## config.mk

```make
export PLATFORM = sky130hd
export DESIGN_NAME = inst_mem_arbiter
export DESIGN_NICKNAME = d
export VERILOG_FILES = /design/src/rtl/inst_mem_arbiter.sv
export SDC_FILE = /design/constraint.sdc
export NUM_CORES = 1
export LEC_CHECK = 0
export CORE_AREA = 2 2 69 71
export DETAILED_ROUTE_END_ITERATION = 6
export DIE_AREA = 0 0 71 73
export PLACE_DENSITY = 0.7
export SLEW_MARGIN = 5
export SYNTH_ARGS = -nofsm -noshare
export SYNTH_HDL_FRONTEND = slang
export SYNTH_SLANG_ARGS = --single-unit
```

## constraint.sdc

```tcl
create_clock -name clk -period 1.7 [get_ports clk]
set_input_delay 0.34 -clock clk [delete_from_list [all_inputs] [get_ports clk]]
set_output_delay 0.34 -clock clk [all_outputs]
set_load 0.01 [all_outputs]
```

## src/rtl/inst_mem_arbiter.sv

```systemverilog
// Arbiter for the shared single-port instruction memory.
// The core fetch port has priority; the host port is asynchronous to clk,
// uses a 4-phase req/ack handshake through a synchronizer, and is
// guaranteed a slot after STARVE_LIMIT consecutive core wins.
module inst_mem_arbiter #(
    parameter int AW           = 8,
    parameter int DW           = 8,
    parameter int STARVE_LIMIT = 4,
    parameter int SYNC_STAGES  = 2
) (
    input  logic          clk,
    input  logic          start_rst,
    // host port (asynchronous, 4-phase handshake)
    input  logic          host_req,
    input  logic          host_we,
    input  logic [AW-1:0] host_addr,
    input  logic [DW-1:0] host_wdata,
    output logic          host_ack,
    output logic [DW-1:0] host_rdata,
    // core fetch port
    input  logic          core_req,
    input  logic [AW-1:0] core_addr,
    output logic          core_gnt,
    output logic          core_rvalid,
    output logic [DW-1:0] core_rdata,
    // memory port
    output logic          mem_en,
    output logic          mem_we,
    output logic [AW-1:0] mem_addr,
    output logic [DW-1:0] mem_wdata,
    input  logic [DW-1:0] mem_rdata
);

    // Starvation counter only needs to reach STARVE_LIMIT.
    localparam int SW = (STARVE_LIMIT > 0) ? $clog2(STARVE_LIMIT + 1) : 1;
    localparam logic [SW-1:0] STARVE_MAX = SW'(STARVE_LIMIT);

    typedef enum logic [1:0] {
        H_IDLE,
        H_WAIT,
        H_READ,
        H_ACK
    } host_state_e;

    logic [SYNC_STAGES-1:0] sync_q;
    logic                   req_s;

    host_state_e state_q, state_d;
    logic          host_ack_q, host_ack_d;
    logic [DW-1:0] host_rdata_q, host_rdata_d;
    logic [SW-1:0] starve_q, starve_d;
    logic          core_rvalid_q;

    // Host request fields, captured once the synchronized request is seen.
    logic          hwe_q;
    logic [AW-1:0] haddr_q;
    logic [DW-1:0] hwdata_q;
    logic          cap_en;

    logic host_elig;
    logic host_win;
    logic core_win;

    assign req_s  = sync_q[SYNC_STAGES-1];
    assign cap_en = (state_q == H_IDLE) && req_s;

    // Synchronizer chain bringing host_req into the clk domain.
    always_ff @(posedge clk or posedge start_rst) begin
        if (start_rst) begin
            sync_q <= '0;
        end else begin
            // NOTE: sequential state uses non-blocking assignments so every
            // flop samples the pre-edge value of its neighbours.
            sync_q <= {sync_q[SYNC_STAGES-2:0], host_req};
        end
    end

    // Arbitration: core first, host forced in once the core has won STARVE_LIMIT times in a row.
    always_comb begin
        host_elig = (state_q == H_WAIT);
        host_win  = host_elig && (!core_req || (starve_q == STARVE_MAX));
        core_win  = core_req && !host_win;
    end

    // Host FSM next state, registered ack/read data and starvation count.
    always_comb begin
        // NOTE: every output gets a default first so no path leaves a
        // variable unassigned, which would otherwise infer a latch.
        state_d      = state_q;
        host_rdata_d = host_rdata_q;
        starve_d     = '0;

        case (state_q)
            H_IDLE: if (req_s) state_d = H_WAIT;
            H_WAIT: if (host_win) state_d = hwe_q ? H_ACK : H_READ;
            H_READ: begin
                host_rdata_d = mem_rdata;
                state_d      = H_ACK;
            end
            H_ACK:  if (!req_s) state_d = H_IDLE;
            default: state_d = H_IDLE;
        endcase

        if (host_elig && core_win) begin
            starve_d = (starve_q == STARVE_MAX) ? starve_q : starve_q + SW'(1);
        end

        host_ack_d = (state_d == H_ACK);
    end

    // Host FSM state and its registered outputs.
    always_ff @(posedge clk or posedge start_rst) begin
        if (start_rst) begin
            state_q      <= H_IDLE;
            host_ack_q   <= 1'b0;
            host_rdata_q <= '0;
            starve_q     <= '0;
        end else begin
            state_q      <= state_d;
            host_ack_q   <= host_ack_d;
            host_rdata_q <= host_rdata_d;
            starve_q     <= starve_d;
        end
    end

    // Capture the quasi-static host fields when the request is first seen.
    always_ff @(posedge clk or posedge start_rst) begin
        if (start_rst) begin
            // NOTE: these are plain data holding registers; they are reset
            // only to keep simulation free of X, nothing depends on the value.
            hwe_q    <= 1'b0;
            haddr_q  <= '0;
            hwdata_q <= '0;
        end else if (cap_en) begin
            hwe_q    <= host_we;
            haddr_q  <= host_addr;
            hwdata_q <= host_wdata;
        end
    end

    // Core read data is valid one cycle after its grant.
    always_ff @(posedge clk or posedge start_rst) begin
        if (start_rst) begin
            core_rvalid_q <= 1'b0;
        end else begin
            core_rvalid_q <= core_win;
        end
    end

    assign mem_en    = host_win || core_win;
    assign mem_we    = host_win && hwe_q;
    assign mem_addr  = host_win ? haddr_q : core_addr;
    assign mem_wdata = host_win ? hwdata_q : '0;

    assign core_gnt    = core_win;
    assign core_rvalid = core_rvalid_q;
    assign core_rdata  = mem_rdata;

    assign host_ack   = host_ack_q;
    assign host_rdata = host_rdata_q;

endmodule

```

# After elaboration in Yosys (flattened, before gate mapping)
# Cells that the tools add are included.
[classes]
n_addsub = 1
eq_ne = 6
muxes = 9
n_reduce_logical = 10
[ops]
columns = ["cell", "n"]
rows = [
  ["2-to-1 mux 8 bit", 2],
  ["one-hot mux 2 bit (4 select lines)", 1],
  ["== test 2 bit, second input constant", 3],
  ["2-to-1 mux 2 bit", 3],
  ["2-to-1 mux 3 bit", 2],
  ["logical AND 1 bit", 5],
  ["adder 3 x 1 -> 3 bit, second input constant", 1],
  ["== test 3 bit, second input constant", 1],
  ["== test 2 x 1 -> 1 bit, second input constant", 1],
  ["zero test 1 bit", 2],
  ["zero test 2 bit", 1],
  ["logical OR 1 bit", 2],
  ["!= test 2 bit, second input constant", 1],
  ["2-to-1 mux 1 bit", 1],
]
[word_totals]
ff_bits = 34
input_bits = 37
out_inout_bits = 37
word_cells = 35

# Logic depth before layout (Yosys ltp)
# Gate-level depths: netlist of run 1.
[depth]
ltp_word = 7
depth_mapped = 6
depth_no_buf = 5

# Worst setup path before layout of run 1
# No wires, ideal clock.
[synth_timing]
path_type = "register to output"
startpoint = "reg starve_q[0]"
endpoint = "out mem_addr[0]"
t_arrival_ns = 1.399
required_ns = 1.360
path_slack_ns = -0.039
stages_incl_launch_ff = 7
path_buffers = 1
path_cell_list = "dfrtp_1 > inv_1 > ha_1 > a21boi_2 > and2b_4 > buf_12 > mux2_4"
[synth_between]
elab_chain_cells = 4
[synth_rtl]
columns = ["element", "line_no", "text"]
rows = [
  ["start: declaration", "51", "logic [SW-1:0] starve_q, starve_d;"],
  ["start signal: assignment", "122", "starve_q <= starve_d;"],
  ["== test 3 bit", "81", "host_win = host_elig && (!core_req || (starve_q == STARVE_MAX));"],
  ["logical OR 1 bit", "81", ""],
  ["logical AND 1 bit", "81", ""],
  ["2-to-1 mux 8 bit", "152", "assign mem_addr = host_win ? haddr_q : core_addr;"],
  ["end: declaration", "29", "output logic [AW-1:0] mem_addr,"],
]
# Every way passes these cells.

# Worst setup path in the final report of run 1
# Ends and elaborated chain as after synthesis.

==> metrics.md, run 1 <==
| Metric | Value |
|---|---|
| Status | finished, violations left |
| Failing checks | setup timing |
| Top-count cell post-synth | dfrtp_1 |
| Yosys cell types | 26 |
| Max Clock Skew | 3.626 ps |
| CP cell instances | inv_2, ha_4, a21boi_4, and2b_4, buf_12, mux2_4, buf_6 |
| Worst-Skew Late Latency | approximately 270 ps |
| RR Startpoint | starve_q[0] |
| Crit path launch | starve_q[0] |
| Worst Hold Launch | sync_q[0] |
| DRC errors left | 0 |
| Max-Cap Viols | 0 |
| Detailed placement HPWL | 2.724 mm |
| Diodes inserted | 0 |
| Worst setup SP type | flip-flop |
| Largest cells by area after synthesis | dfrtp_1 53%, mux2_2 18%, mux2_4 7.5% |
| Core area | between 4000 and 5000 sq um |
| Rows | 25 |
| Syn avg cell area | 14.22 sq um |
| Critical Path Max Stage Delay | between 300 and 400 ps |
| Mapped Area | 1593 sq um |
| P_int | 2.703 mW |
| Vias | 1192 |
| Sw Ratio | 30.08% |
| CTS tree | yes |
| Reg area | 850.8 sq um |
| Highest Clock Rate | 467.5 MHz |
| Critical Path RT | 1360 ps |
| Initial core utilization | between 30% and 40% |
| Crit-path leading delay family | flip-flops |
| Switching Power | 1.163 mW |
| Max IR drop VDD | 0.6466 mV |
| Num Clock Sinks | 34 |
| Ports | 74 |
| DP Cell Count | 237 |
| Count of nets after finishing | ~240 |
| Flops & latches, synth | 34 |
| # fillers | about 360 |
| Layout cell share with drive strength beyond 1 | just under 50% |
| RSZ-0062 raised after global routing | yes |
| PnR Total Power | 3.866 mW |
| Post-synth top cells | 34 x dfrtp_1, 25 x mux2_2, 9 x and2_1 |
| Top cell type's share of synthesized area | 53.42% |
| Worst-path clk slew | 60 ps |
| Via/cell ratio | 4.620 |
| Number of synthesized flops with an enable pin | 0 |
| GRT Residual Overflow | 0 |
| Fin. Hold Viols | 0 |
| Avg WL per Cell | 15.06 um |
| Clk network pwr share | 13.8% |
| All-Layer GR Usage | 15.79% |
| Root Driver | clkbuf_8 |
| CP endpoint kind | output port |
| Syn nets | roughly 150 |
| Routed Antenna Nets | 0 |
| Vias in the first global route | 1294 |
| Worst Slack Setup Final | -438.9 ps |
| First-pass GRT wire length | slightly above 6 mm |
| Multi-input logic area | 690.7 sq um |
| Synthesized instance count | approximately 110 |
| Drt first pass iters | 4 |
| Period utilisation layout | 125.8% |
| Die height | 73 um |
| Final RePlAce weighted congestion | 0.7309 |
| Hold Path Class | reg2reg |
| Ys async rst share | 100.0% |
| CTS Hold Buffers Added | 0 |
| Flop pwr share | 35.3% |
| Yosys warns | 0 |
| Largest net degree at the start of global routing | 35 |
| Logic gate share of total power | 50.9% |
| Worst Path Buf+Inv | 3 |
| Routed wire length | 3.886 mm |
| Worst-margin pin slew | 414.1 ps |
| Synthesis-to-finish area growth | 65.59% |
| Final Slew Violations | 0 |
| IO buf count | 73 |
| Synth Flop Type | dfrtp_1 |
| Leakage | 1.245 nW |
| Die area | 5183 sq um |
| CTS H-tree depth | 2 |
| Initial antenna violation count | 0 |
| Die span in x | 71 um |
| DRT iter0 DRCs | 18 |
| Pwr dens | 1466 nW/um^2 |
| Final setup violation count | 18 |
| Sequential area share after synthesis | 53.42% |
| Critical Path AT | 1800 ps |
| Kind of critical path | reg2out |
| Top cell type by total area after synthesis | dfrtp_1 |
| Final std cells w/o fill | 258 |
| Hold Slack | 364.1 ps |
| Max Root-Sink Buffers | 2 |
| Slowest stage cell, crit path | dfrtp_1 |
| Rel. slew slack | 72.39% |
| Crit-path max FO | 4 |
| Inserted Clock Buffers | 5 |
| Post-layout minimum cycle time | approximately 2100 ps |
==> per-stage QoR <==
step,cell area [sq um],util [%],setup TNS (ps),worst slack (ps)
2_1_floorplan,1595,-,0,9.935
3_3_place_gp,2377,52.41,-13870,-813.5
3_5_place_dp,2377,52.41,-14210,-859.3
4_1_cts,2605,57.43,-7794,-481.5
5_1_grt,2638,58.15,-8286,-502.9
6_report,2638,58.15,-6947,-438.9
==> path summary, 6_finish.rpt <==
kind	end	slack, ps	depth (start not counted)
max	mem_addr[0]	-440	7
min	sync_q[1]	360	0
max reg2reg	host_ack	150	7
min reg2reg	sync_q[1]	360	0
max in group asynchronous	host_rdata[3]	940	3
min in group asynchronous	haddr_q[4]	470	3
==> sequential cells by signal, summed over array words and instances, names as in the netlist <==
name         cells
core_rvalid      1
haddr_q          8
host_ack         1
host_rdata       8
hwdata_q         8
hwe_q            1
starve_q         3
state_q          2
sync_q           2
==> repair_timing <==
action / in CTS / in global routing
gates cloned: 2 / 0
endpoints found under the setup margin: 22 / 24
buffers inserted: 12 / 0
endpoints found under the hold margin: 0 / 0
gates resized for setup: 111 / 10
pin swaps: 8 / 1
==> power by group through the flow <==
| stage | Combinational (mW) | Sequential, mW | Clock (mW) |
|---|---|---|---|
| finish | 1.97 | 1.37 | 0.534 |
| global route | 2.10 | 1.41 | 0.588 |
| CTS | 1.95 | 1.37 | 0.563 |
| detailed placement | 1.70 | 1.38 | 0 |
| global placement | 1.64 | 1.35 | 0 |
| floorplan | 0.883 | 1.41 | 0 |
==> layout by cell type (no fill, tap or decap), drive strengths merged, types with 2 or more instances in the layout <==
cell type / n
and2: 9
inv: 4
clkbuf: 5
ha: 2
dfrtp: 34
and2b: 3
clkdlybuf4s50: 45
nor2b: 2
dlygate4sd2: 4
clkinv: 2
nor2: 5
dlymetal6s2s: 5
buf: 40
mux2: 33
==> kinds of logic after synthesis <==
family | count (synthesis) | share of synthesized area [%]
multiplexers | 33 | 25.22
AO/OA/AOI/OAI | 4 | 2.200
flip-flops | 34 | 53.42
adder cells (fa/ha/maj) | 2 | 1.571
AND/OR/NAND/NOR | 23 | 10.05
buffers and inverters | 15 | 6.991
XOR/XNOR | 1 | 0.5500
==> per-layer routing <==
metal  part of all wire (%)  up-vias  track usage, %  wire length, um
met5                      0        -               0                0
met4                    1.5        0           5.660               59
met3                    6.3        6           4.558              243
met2                     57       42           29.80             2228
met1                     35      586           16.70             1354
li1                       -      558               -                -
==> area by class of cell <==
type | count | area share [%]
flip-flops and latches | 34 | 32.26
clock inverters | 2 | 0.3795
well taps | 54 | 2.562
inverters | 4 | 0.5693
clock buffers | 5 | 2.609
multi-input cells | 65 | 26.19
repair buffers | 94 | 35.44
Power figures use the tool's default switching activity.
==> run 2, diff against run 1 <==
--- a/config.mk
+++ b/config.mk
@@ -6,6 +6,7 @@
 export NUM_CORES = 1
 export LEC_CHECK = 0
 export CORE_AREA = 2 2 69 71
+export CTS_CLUSTER_SIZE = 14
 export DETAILED_ROUTE_END_ITERATION = 6
 export DIE_AREA = 0 0 71 73
 export PLACE_DENSITY = 0.7
==> results of run 2 <==
No change in the layout: final DEF, timing and power equal those of run 1.
==> run 3, diff against run 2 <==
--- a/config.mk
+++ b/config.mk
@@ -5,11 +5,12 @@
 export SDC_FILE = /design/constraint.sdc
 export NUM_CORES = 1
 export LEC_CHECK = 0
-export CORE_AREA = 2 2 69 71
+export CORE_AREA = 2 2 66 68
+export CTS_BUF_LIST = sky130_fd_sc_hd__clkbuf_16
 export CTS_CLUSTER_SIZE = 14
 export DETAILED_ROUTE_END_ITERATION = 6
-export DIE_AREA = 0 0 71 73
-export PLACE_DENSITY = 0.7
+export DIE_AREA = 0 0 68 70
+export PLACE_DENSITY = 0.73
 export SLEW_MARGIN = 5
 export SYNTH_ARGS = -nofsm -noshare
 export SYNTH_HDL_FRONTEND = slang
==> constraint.sdc (replaced) <==
create_clock -name clk -period 2.1 [get_ports clk]
set_input_delay 0.42 -clock clk [delete_from_list [all_inputs] [get_ports clk]]
set_output_delay 0.42 -clock clk [all_outputs]
set_load 0.01 [all_outputs]
==> run 3 against run 2 <==
  * The flow still finishes with violations (setup timing)
  * Die area shrank 8.2%
  * Design area shrank 0.95%
  * Global-route usage shrank 0.17 points
  * Register-to-register slack gained 390 ps
  * Clock skew shrank 1.1 ps
  * Utilization grew 4.9 points
  * Sequential share of layout area grew 0.31 points
  * Cell count shrank 1.9%
  * Total power shrank 15%
  * First-iteration DRC count grew to 3.1 times the previous value
  * Sequential power shrank 20%
  * Sequential cell count is the same
==> metrics.md, run 3 (synthesis results as in run 1) <==
| Metric | Value |
|---|---|
| Status | finished, violations left |
| Failing checks | setup timing |
| Crit-path leading delay family | flip-flops |
| Worst-path clk slew | 50 ps |
| RR Startpoint | starve_q[1] |
| Count of nets after finishing | 239 |
| Setup TNS | -625.7 ps |
| Critical Path AT | 1770 ps |
| Inserted Clock Buffers | 5 |
| Largest net degree at the start of global routing | 35 |
| Via/cell ratio | 4.569 |
| FF-to-FF setup slack | 540 ps |
| Worst-margin pin slew | between 400 and 500 ps |
| R2R depth | 7 |
| Initial core utilization | between 30% and 40% |
| Commonest non-fill, non-tap cell in the layout | clkdlybuf4s50_1 |
| Kind of critical path | reg2out |
| Post-layout minimum cycle time | 2193 ps |
| Worst Slack Setup Final | -93.05 ps |
| Pwr dens | 1256 nW/um^2 |
| Final Slew Violations | 0 |
| Avg WL per Cell | around 14 um |
| Placement Setup Slack | -608.5 ps |
| Leakage | 1.185 nW |
| Rows | 24 |
| Routed wire length | 3.623 mm |
| Worst R2R End | host_ack |
| Ports | 74 |
| Slowest stage cell, crit path | dfrtp_1 |
| Max-Cap Viols | 0 |
| Fin. Hold Viols | 0 |
| Crit path launch | starve_q[1] |
| Root Driver | clkbuf_16 |
| Max Clock Skew | 2.495 ps |
| First-pass GRT wire length | 5.582 mm |
| Detailed placement HPWL | 2.501 mm |
| Worst setup SP type | flip-flop |
| CTS tree | yes |
| Routed Antenna Nets | 0 |
| Die area | 4760 sq um |
| Crit-path max FO | 4 |
| IO buf count | 73 |
| Drt first pass iters | 5 |
| Critical Path Max Stage Delay | roughly 350 ps |
| Worst Path Buf+Inv | 3 |
| Vias in the first global route | 1231 |
| Synthesis-to-finish area growth | 64.02% |
| Diodes inserted | 0 |
| DRC errors left | 0 |
| Critical Path RT | 1680 ps |
| All-Layer GR Usage | between 15 and 20% |
| Period utilisation layout | 104.4% |
| CTS H-tree depth | 2 |
| Critical path depth in cells | 7 |
| Highest Clock Rate | 456.0 MHz |
| CP cell instances | inv_2, ha_4, a21boi_4, and2b_4, buf_12, mux2_4, buf_6 |
| Max IR drop VDD | between 0.6 and 0.7 mV |
| Layout cell share with drive strength beyond 1 | 43.28% |
| Worst-Skew Late Latency | between 200 and 300 ps |
| Num Clock Sinks | 34 |
| CP endpoint kind | output port |
| Final RePlAce weighted congestion | roughly 0.79 |
| Hold Path Class | reg2reg |
| Die span in x | just under 70 um |
| End of the critical path | mem_addr[4] |
| Max Root-Sink Buffers | 2 |
| RSZ-0062 raised after global routing | yes |
| Initial antenna violation count | 0 |
| GRT Residual Overflow | 0 |
| Vias | 1156 |
| Most frequent cells in the layout | 53 x clkdlybuf4s50_1, 34 x dfrtp_1, 25 x mux2_2 |
| DRT iter0 DRCs | 56 |
| Die height | 70 um |
| Core area | 4144 sq um |
| Hold Slack | 358.6 ps |
| Final setup violation count | 8 |
| Rel. slew slack | between 70% and 80% |
==> run 3: changes by cell type in the layout (fill, tap and decap cells not counted), moves of 2 or more <==
cell,previous run,this run
clkdlybuf4s50_1,45,53
and2_4,7,0
buf_2,4,2
and2_1,2,9
clkbuf_16,0,5
buf_4,15,12
clkbuf_8,5,0
buf_6,19,12
clkbuf_2,0,7
dlygate4sd2_1,4,1
dlymetal6s2s_1,5,1
==> run 3: final cells by class <==
| cell class | count | area, sq um |
|---|---|---|
| multi-input combinational | 65 | 678.2 |
| clock buffer | 5 | 125.1 |
| fill | 317 | 1531 |
| sequential | 34 | 850.8 |
| clock inverter | 3 | 16.27 |
| tap | 52 | 65.06 |
| timing repair buffer | 90 | 862.1 |
| inverter | 4 | 15.01 |
==> run 3: stage by stage <==
stage / cells / cell area, sq um / utilization [%] / total power, mW
detailed placement: 235 / 2360 / 56.94 / 2.475
global placement: 235 / 2360 / 56.94 / 2.406
global route: 253 / 2613 / 63.04 / 3.488
floorplan: 112 / 1593 / - / 1.855
finish: 253 / 2613 / 63.04 / 3.281
CTS: 250 / 2585 / 62.38 / 3.265
==> run 3: what timing repair did <==
item | in CTS | in global routing
endpoints found under the setup margin | 18 | 19
cloned | 2 | 0
pin swaps | 2 | 0
gates resized for setup | 71 | 19
hold buffers | 0 | 0
setup buffers | 5 | 3
==> run 3: worst min path at each step <==
| stage | from | end | slack (ps) | cells past startpoint |
|---|---|---|---|---|
| 3_5_place_dp | sync_q[0] | sync_q[1] | 350 | 0 |
| 2_1_floorplan | sync_q[0] | sync_q[1] | 330 | 0 |
| 4_1_cts | sync_q[0] | sync_q[1] | 360 | 0 |
| 3_3_place_gp | sync_q[0] | sync_q[1] | 340 | 0 |
| 5_1_grt | sync_q[0] | sync_q[1] | 370 | 0 |
| 6_report | sync_q[0] | sync_q[1] | 360 | 0 |
==> run 3: power breakdown <==
part | leakage [nW] | switching, mW | internal (mW)
combinational | 0.710 | 0.555 | 0.944
clock | 0.0672 | 0.250 | 0.432
sequential | 0.409 | 0.152 | 0.948
==> run 3: worst register-to-register path: stages (launching register included) <==
cell	delay (ps)
dfrtp_1	350
inv_2	60
ha_4	160
a21boi_4	160
buf_4	140
and2b_4	200
buf_4	150
a22o_1	230
==> run 3: layer usage <==
| metal | GRT usage, % | part of all wire, % |
|---|---|---|
| met5 | 0 | 0 |
| met4 | 6.000 | 1.5 |
| met3 | 3.865 | 5.4 |
| met2 | 28.26 | 56 |
| met1 | 16.82 | 38 |
